===== config.mk =====
export PLATFORM = sky130hd
export DESIGN_NAME = mem_port_arbiter
export DESIGN_NICKNAME = d
export VERILOG_FILES = /design/src/rtl/mem_port_arbiter.sv
export SDC_FILE = /design/constraint.sdc
export NUM_CORES = 1
export LEC_CHECK = 0
export CAP_MARGIN = 5
export CORE_MARGIN = 2
export CORE_UTILIZATION = 30
export CTS_CLUSTER_SIZE = 8
export DETAILED_ROUTE_END_ITERATION = 8
export GPL_TIMING_DRIVEN = 1
export PLACE_DENSITY_LB_ADDON = 0.3
export REMOVE_ABC_BUFFERS = 1
export SKIP_LAST_GASP = 1
export SYNTH_ARGS = -nofsm -noshare
export SYNTH_HDL_FRONTEND = slang
export SYNTH_SLANG_ARGS = --single-unit
export TNS_END_PERCENT = 10

===== constraint.sdc =====
create_clock -name clk -period 3.9 [get_ports clk]
set_input_delay 0.585 -clock clk [delete_from_list [all_inputs] [get_ports clk]]
set_output_delay 0.585 -clock clk [all_outputs]
set_load 0.01 [all_outputs]

===== src/rtl/mem_port_arbiter.sv =====
// Shares one single-port memory between the fetch and data ports of the core, data first with a bounded burst.
// Latency: grant -> strobe next cycle -> ready pulse after m_ack (3 cycles min); backpressure: core_stall while a request is unanswered.
module mem_port_arbiter #(
    parameter int DATA_W      = 16,
    parameter int ADDR_W      = 16,
    parameter int MAX_D_BURST = 4,
    parameter int TIMEOUT     = 15
) (
    input  logic              clk,
    input  logic              rst,
    input  logic              if_req,
    input  logic [ADDR_W-1:0] if_addr,
    output logic [DATA_W-1:0] if_rdata,
    output logic              if_ready,
    input  logic              d_rd,
    input  logic              d_wr,
    input  logic [ADDR_W-1:0] d_addr,
    input  logic [DATA_W-1:0] d_wdata,
    output logic [DATA_W-1:0] d_rdata,
    output logic              d_ready,
    output logic              bus_err,
    output logic              core_stall,
    output logic [ADDR_W-1:0] m_addr,
    output logic [DATA_W-1:0] m_wdata,
    output logic              m_re,
    output logic              m_we,
    input  logic [DATA_W-1:0] m_rdata,
    input  logic              m_ack
);
    localparam int RUN_W = $clog2(MAX_D_BURST + 1);
    localparam int TMO_W = $clog2(TIMEOUT + 1);

    typedef enum logic [1:0] {
        IDLE   = 2'd0,
        ACCESS = 2'd1,
        RESP   = 2'd2
    } state_t;

    state_t            state_q;
    logic              own_data_q;
    logic              wr_q;
    logic [RUN_W-1:0]  d_run_q;
    logic [RUN_W-1:0]  d_run_d;
    logic [TMO_W-1:0]  tmo_q;
    logic [DATA_W-1:0] if_rdata_q;
    logic [DATA_W-1:0] d_rdata_q;
    logic [ADDR_W-1:0] m_addr_q;
    logic [DATA_W-1:0] m_wdata_q;
    logic              m_re_q;
    logic              m_we_q;
    logic              if_ready_q;
    logic              d_ready_q;
    logic              bus_err_q;

    logic d_req;
    logic gnt_d;
    logic gnt_i;

    // Data keeps priority until it has won MAX_D_BURST grants in a row over a waiting fetch.
    always_comb begin
        d_req   = d_rd | d_wr;
        gnt_d   = d_req && ((d_run_q < RUN_W'(MAX_D_BURST)) || !if_req);
        gnt_i   = !gnt_d && if_req;
        d_run_d = d_run_q;
        if (gnt_d) begin
            if (!if_req) begin
                d_run_d = '0;
            end else if (d_run_q != RUN_W'(MAX_D_BURST)) begin
                d_run_d = d_run_q + RUN_W'(1);
            end
        end else if (gnt_i) begin
            d_run_d = '0;
        end
    end

    always_ff @(posedge clk or negedge rst) begin
        if (!rst) begin
            state_q    <= IDLE;
            own_data_q <= 1'b0;
            wr_q       <= 1'b0;
            d_run_q    <= '0;
            tmo_q      <= '0;
            if_rdata_q <= '0;
            d_rdata_q  <= '0;
            m_addr_q   <= '0;
            m_wdata_q  <= '0;
            m_re_q     <= 1'b0;
            m_we_q     <= 1'b0;
            if_ready_q <= 1'b0;
            d_ready_q  <= 1'b0;
            bus_err_q  <= 1'b0;
        end else begin
            case (state_q)
                IDLE: begin
                    if (gnt_d) begin
                        own_data_q <= 1'b1;
                        wr_q       <= d_wr;
                        m_addr_q   <= d_addr;
                        m_wdata_q  <= d_wdata;
                        m_re_q     <= ~d_wr;
                        m_we_q     <= d_wr;
                        d_run_q    <= d_run_d;
                        state_q    <= ACCESS;
                    end else if (gnt_i) begin
                        own_data_q <= 1'b0;
                        wr_q       <= 1'b0;
                        m_addr_q   <= if_addr;
                        m_re_q     <= 1'b1;
                        m_we_q     <= 1'b0;
                        d_run_q    <= d_run_d;
                        state_q    <= ACCESS;
                    end
                end
                ACCESS: begin
                    if (m_ack) begin
                        if (!wr_q) begin
                            if (own_data_q) begin
                                d_rdata_q <= m_rdata;
                            end else begin
                                if_rdata_q <= m_rdata;
                            end
                        end
                        m_re_q     <= 1'b0;
                        m_we_q     <= 1'b0;
                        bus_err_q  <= 1'b0;
                        d_ready_q  <= own_data_q;
                        if_ready_q <= ~own_data_q;
                        state_q    <= RESP;
                    end else if (tmo_q == TMO_W'(TIMEOUT - 1)) begin
                        // Abort: the rdata register keeps its old contents.
                        tmo_q      <= tmo_q + TMO_W'(1);
                        m_re_q     <= 1'b0;
                        m_we_q     <= 1'b0;
                        bus_err_q  <= 1'b1;
                        d_ready_q  <= own_data_q;
                        if_ready_q <= ~own_data_q;
                        state_q    <= RESP;
                    end else begin
                        tmo_q <= tmo_q + TMO_W'(1);
                    end
                end
                RESP: begin
                    if_ready_q <= 1'b0;
                    d_ready_q  <= 1'b0;
                    bus_err_q  <= 1'b0;
                    tmo_q      <= '0;
                    state_q    <= IDLE;
                end
                default: begin
                    state_q <= IDLE;
                end
            endcase
        end
    end

    assign if_rdata   = if_rdata_q;
    assign d_rdata    = d_rdata_q;
    assign m_addr     = m_addr_q;
    assign m_wdata    = m_wdata_q;
    assign m_re       = m_re_q;
    assign m_we       = m_we_q;
    assign if_ready   = if_ready_q;
    assign d_ready    = d_ready_q;
    assign bus_err    = bus_err_q;
    assign core_stall = (if_req & ~if_ready_q) | ((d_rd | d_wr) & ~d_ready_q);

endmodule


==> impl_metrics.py, run 1 <==
metrics = {
    "sta": {
        "fmax_mhz": 384.4,
        "final_max_slew_viol_count": 0,
        "finalSetupTns_ps": 0,
        "rsz0062_at_grt": "false",
        "tightest_slew_ps": 1197,
        "final_hold_viol_count": 0,
        "min_period_ps": 2601,
        "setup_violations": 0,
        "fin_skew_ps": 8.689,
        "holdWs_ps": 423.6,
        "fin_crit_sh_pct": 66.70,
        "slew_headroom_pct": 19.72,
    },
    "global_route": {
        "grt_pass1_wl_um": 14350,
        "grt_usage_pct": 14.57,
        "grt_max_degree": 81,
        "grt_pass1_vias": 2757,
        "antenna_found_initial": 0,
        "overflow": 0,
    },
    "hold_path": {
        "hold_path.class": "in -> async",
    },
    "layout": {
        "area_growth_pct": 50.73,
        "design_area_um2": 5324,
        "drive_above_1_share_pct": 15.56,
        "nets": 475,
        "layout.cells.most_common": "clkdlybuf4s50_1",
        "fin_util_pct": 46.43,
        "antennaDiodeCount": 0,
        "final_cells": 548,
        "final_cell_mix": "clkdlybuf4s50_1, dfrtp_1, o21ai_0",
    },
    "logic_synthesis": {
        "async_flop_share_pct": 100.0,
        "synth_edf_count": 0,
        "synth_cells": 264,
        "synth_area_leaders": "dfrtp_1, mux2_4, mux2_2",
        "synth_seq_cells": 80,
        "ys_seq_area_share_pct": 56.68,
        "syn_avg_cell_area_um2": 13.38,
        "yosys.area.top_type": "dfrtp_1",
        "synth_cell_type_count": 44,
        "ys_warn_count": 0,
        "ys.flop_type": "dfrtp_1",
        "synth_top_area_share_pct": 56.68,
        "synth_area_um2": 3532,
    },
    "critical_path": {
        "crit_top_cell": "clkdlybuf4s50_1",
        "critPathTopFamily": "buffers and inverters",
        "rr_endpoint": "if_rdata[2]",
        "end_kind": "output port",
        "critPathArrivalTime_ps": 2020,
        "cp-start-kind": "input port",
        "slowest_stage": "clkdlybuf4s50_1",
        "crit_type": "in -> out",
        "critPathMaxFanout": 7,
        "crit_chain": "clkdlybuf4s50_1 -> inv_1 -> o22ai_1 -> clkdlybuf4s50_1",
        "critPathMaxStageDelay_ps": 640,
        "critPathBufInv": 3,
        "reg2reg_depth": 4,
        "r2r_start": "state_q[0]",
        "rrSetupSlack_ps": 2050,
        "critPathRequiredTime_ps": 3310,
    },
    "clock_network": {
        "cts-root-buf": "clkbuf_16",
        "htreeDepth": 3,
        "clkTransAtPathRegs_ps": 60,
        "cts_tree": "yes",
        "cts-resized-gates": 0,
        "hold_buffers": 0,
        "numCtsBuffers": 9,
        "clk_latency_ps": 340,
        "clockBufferDepth": 2,
        "clock_sinks": 80,
        "cts_setup_buffers": 0,
    },
    "floorplanning": {
        "start_util_pct": 30.80,
        "io_pins": 140,
        "die_x_um": 112.5,
        "core_um2": 11470,
        "die_h_um": 112.5,
        "num_rows": 39,
        "die_area_um2": 12660,
    },
    "placed_design": {
        "place_area_um2": 5002,
        "dp.cells": 533,
        "dp_hpwl_um": 6205,
        "portBuffers": 139,
        "gp_congestion": 0.7369,
    },
    "detailed_routing": {
        "ant_nets": 0,
        "routed_wl_um": 8843,
        "wl_per_cell_um": 16.14,
        "drc": 0,
        "vias": 2588,
        "drtIter0Drc": 95,
        "via_per_inst": 4.723,
        "first_pass_iters": 4,
    },
    "power": {
        "leakagePower_nw": 2.245,
        "ir_worst_vdd_mv": 0.4249,
        "power.density_nw_per_um2": 792.6,
    },
    "run_status": {
        "status": "completed",
    },
    "run": {
        "cap_violations": 0,
    },
}
[cell type report]
class	count	area [µm²]
clock buffer	12	256.5
clock inverter	3	65.06
fill	1043	6143
inverter	10	37.54
multi-input combinational	160	1388
sequential	80	2002
tap	143	178.9
timing repair buffer	140	1396
[cell families after synthesis]
kind of cell,Yosys count,synth area share [%]
and+or+nand+nor,29,5.031
adders and majority gates,4,1.417
DFF,80,56.68
buffers and inverters,24,4.180
muxes,67,22.71
AOI/OAI and AO/OA,60,9.990
[stage by stage]
step,total power [mW],setup WS (ps)
3_5_place_dp,3.353,1275
2_1_floorplan,2.320,1985
4_1_cts,4.287,1298
3_3_place_gp,3.308,1299
6_report,4.220,1299
5_1_grt,4.484,1216
[cells in the mapped netlist, types with 2 or more instances]
cell type and number:
o22ai_1 2, mux2i_1 19, mux2_2 19, o21ai_1 5, dfrtp_1 80, mux2_1 10
o2bb2ai_1 2, buf_2 3, buf_6 5, nand4_1 2, nor2_1 3, ha_1 4
o21ai_0 39, inv_1 10, mux2_4 19, clkbuf_1 5, nand2_1 7, nand2b_1 4
[routing by layer]
metal | global-route usage (%) | part of all wire [%] | vias to the layer above
met5 | 0 | 0 | -
met4 | 5.203 | 1.9 | 0
met3 | 5.130 | 4.5 | 10
met2 | 25.54 | 54 | 51
met1 | 16.43 | 40 | 1312
li1 | - | - | 1215
[flip-flops by register name, summed over array words and instances (netlist names), 2 cells and up]
name,cells
d_rdata,16
m_wdata,16
tmo_q,4
m_addr,16
d_run_q,3
state_q,2
if_rdata,16
[power by group]
group          total [mW]  switching, mW  internal, mW  leakage [nW]
Sequential           1.49          0.259          1.24         0.974
Clock               0.907          0.317         0.591         0.159
Combinational        1.82          0.714          1.10          1.11
[worst max path at each step]
stage | start | end | slack (ps) | cells past startpoint
final | if_req | core_stall | 1300 | 4
after global routing | if_req | core_stall | 1220 | 4
after CTS | if_req | core_stall | 1300 | 4
after detailed placement | d_wr | m_addr[11] | 1270 | 4
after global placement | if_req | core_stall | 1300 | 4
after floorplan | state_q[0] | if_rdata[0] | 1980 | 3
(Power assumes the default switching activity.)
==> run 2, diff against run 1 <==
Clock period 3.9 ns to 2.44 ns, I/O delays scaled along.
==> run 2 against run 1 <==
Compared with the run above:
- highest routed layer unchanged
- setup slack lost 920 ps
- global-route usage grew 0.070 points
- via count grew 0.62%
- largest power group unchanged
- combinational power grew 62%
- cell count grew 0.73%
- sequential power grew 60%
- first-iteration DRC count grew 25%
- critical path depth is the same
- critical endpoint unchanged
- clock power grew 42%
- non-clock buffer count grew 5
==> impl_metrics.py, run 2 (synthesized netlist as in run 1, its figures left out) <==
metrics = {
    "floorplanning": {
        "num_rows": 39,
        "start_util_pct": 30.80,
        "die_h_um": 112.5,
        "io_pins": 140,
        "die_x_um": 112.5,
        "die_area_um2": 12660,
        "core_um2": 11470,
    },
    "detailed_routing": {
        "drtIter0Drc": 119,
        "vias": 2604,
        "first_pass_iters": 4,
        "via_per_inst": 4.717,
        "routed_wl_um": 8944,
        "ant_nets": 0,
        "wl_per_cell_um": 16.20,
        "drc": 0,
    },
    "clock_network": {
        "clock_sinks": 80,
        "cts-root-buf": "clkbuf_16",
        "cts_tree": "yes",
        "clockBufferDepth": 2,
        "hold_buffers": 0,
        "cts_setup_buffers": 0,
        "clk_latency_ps": 330,
        "clkTransAtPathRegs_ps": 60,
        "htreeDepth": 3,
        "numCtsBuffers": 9,
        "cts-resized-gates": 0,
    },
    "layout": {
        "fillers": 1034,
        "layout.cells.most_common": "clkdlybuf4s50_1",
        "final_cell_mix": "clkdlybuf4s50_1, dfrtp_1, o21ai_0",
        "multi_input_area_um2": 1388,
        "seqCellArea_um2": 2002,
        "antennaDiodeCount": 0,
        "nets": 480,
        "drive_above_1_share_pct": 16.38,
        "area_growth_pct": 51.22,
        "final_cells": 552,
    },
    "run": {
        "cap_violations": 0,
    },
    "placed_design": {
        "gp_congestion": 0.7480,
        "dp_hpwl_um": 6329,
        "portBuffers": 139,
        "dp.cells": 538,
    },
    "critical_path": {
        "crit_chain": "clkdlybuf4s50_1 -> nor2_1 -> o22ai_1 -> clkdlybuf4s50_1",
        "end_kind": "output port",
        "critPathMaxStageDelay_ps": 600,
        "slowest_stage": "clkdlybuf4s50_1",
        "cp-start-kind": "input port",
        "critPathMaxFanout": 6,
        "crit_top_cell": "clkdlybuf4s50_1",
        "crit_type": "in -> out",
        "critPathRequiredTime_ps": 2070,
        "critPathArrivalTime_ps": 1690,
    },
    "sta": {
        "tightest_slew_ps": 1100,
        "setup_violations": 0,
        "fmax_mhz": 485.6,
        "finalSetupTns_ps": 0,
        "rsz0062_at_grt": "false",
        "slew_headroom_pct": 26.27,
        "fin_skew_ps": 7.479,
        "final_hold_viol_count": 0,
        "fin_crit_sh_pct": 84.40,
        "min_period_ps": 2059,
        "final_max_slew_viol_count": 0,
    },
    "global_route": {
        "grt_pass1_wl_um": 14460,
        "antenna_found_initial": 0,
        "grt_max_degree": 43,
        "grt_pass1_vias": 2761,
        "grt_usage_pct": 14.64,
        "overflow": 0,
    },
    "hold_path": {
        "hold_path.class": "in -> async",
    },
    "power": {
        "total_power_mw": 6.610,
        "ir_worst_vdd_mv": 0.6621,
        "power.density_nw_per_um2": 1237,
        "leakagePower_nw": 2.252,
    },
    "run_status": {
        "status": "completed",
    },
}
[run 2: changes by cell type in the layout (fill, tap and decap cells not counted), sizes merged]
cell | before | now
buf | 2 | 7
bufinv | 2 | 1
clkbuf | 12 | 10
clkinv | 1 | 2
clkinvlp | 0 | 1
[run 2: layout make-up]
type                       count  area share [%]
sequential                    80           37.48
timing repair buffer         145           27.31
multi-input combinational    160           25.98
clock buffer                  10           4.287
tap                          143           3.350
clock inverter                 4          0.8901
inverter                      10          0.7027
[run 2: metrics by stage]
stage	utilization [%]	hold slack, ps	setup slack (ps)	cell area [µm²]
floorplan	-	70.41	524.7	3422
global placement	44.17	407.4	167.1	5065
detailed placement	44.17	408.0	129.8	5065
CTS	46.58	47.35	374.4	5341
global route	46.58	70.57	340.2	5341
finish	46.58	28.92	380.7	5341
[run 2: metal layers]
metal	GRT usage (%)	up-vias	wire length [µm]	part of all wire (%)
met1	17.67	1298	3732	42
met2	24.74	73	4665	52
met3	4.698	13	383	4.3
li1	-	1220	-	-
met4	5.041	0	163	1.8
met5	0	-	0	0
[run 2: report_power, final]
group          internal, mW  switching (mW)  total (mW)
combinational          1.79            1.15        2.94
sequential             1.97           0.410        2.38
clock                 0.777           0.509        1.29
[run 2: worst max-delay path, delay by kind of cell]
family                 cells  cell delay (ps)
AND/OR/NAND/NOR            1               70
buffers and inverters      2             1160
AO/OA/AOI/OAI              1              100
[run 2: worst paths after layout]
check                                start          end  slack, ps  cells after the start
worst max-delay path                  d_wr   core_stall        380                      4
worst min-delay path                   rst   m_addr[13]         30                      1
worst max register to register  state_q[0]   m_wdata[3]        670                      3
worst min register to register  d_rdata[1]   d_rdata[1]        490                      1
max in group asynchronous              rst  if_rdata[4]       1780                      2
min in group clk                d_rdata[1]   d_rdata[1]        490                      1
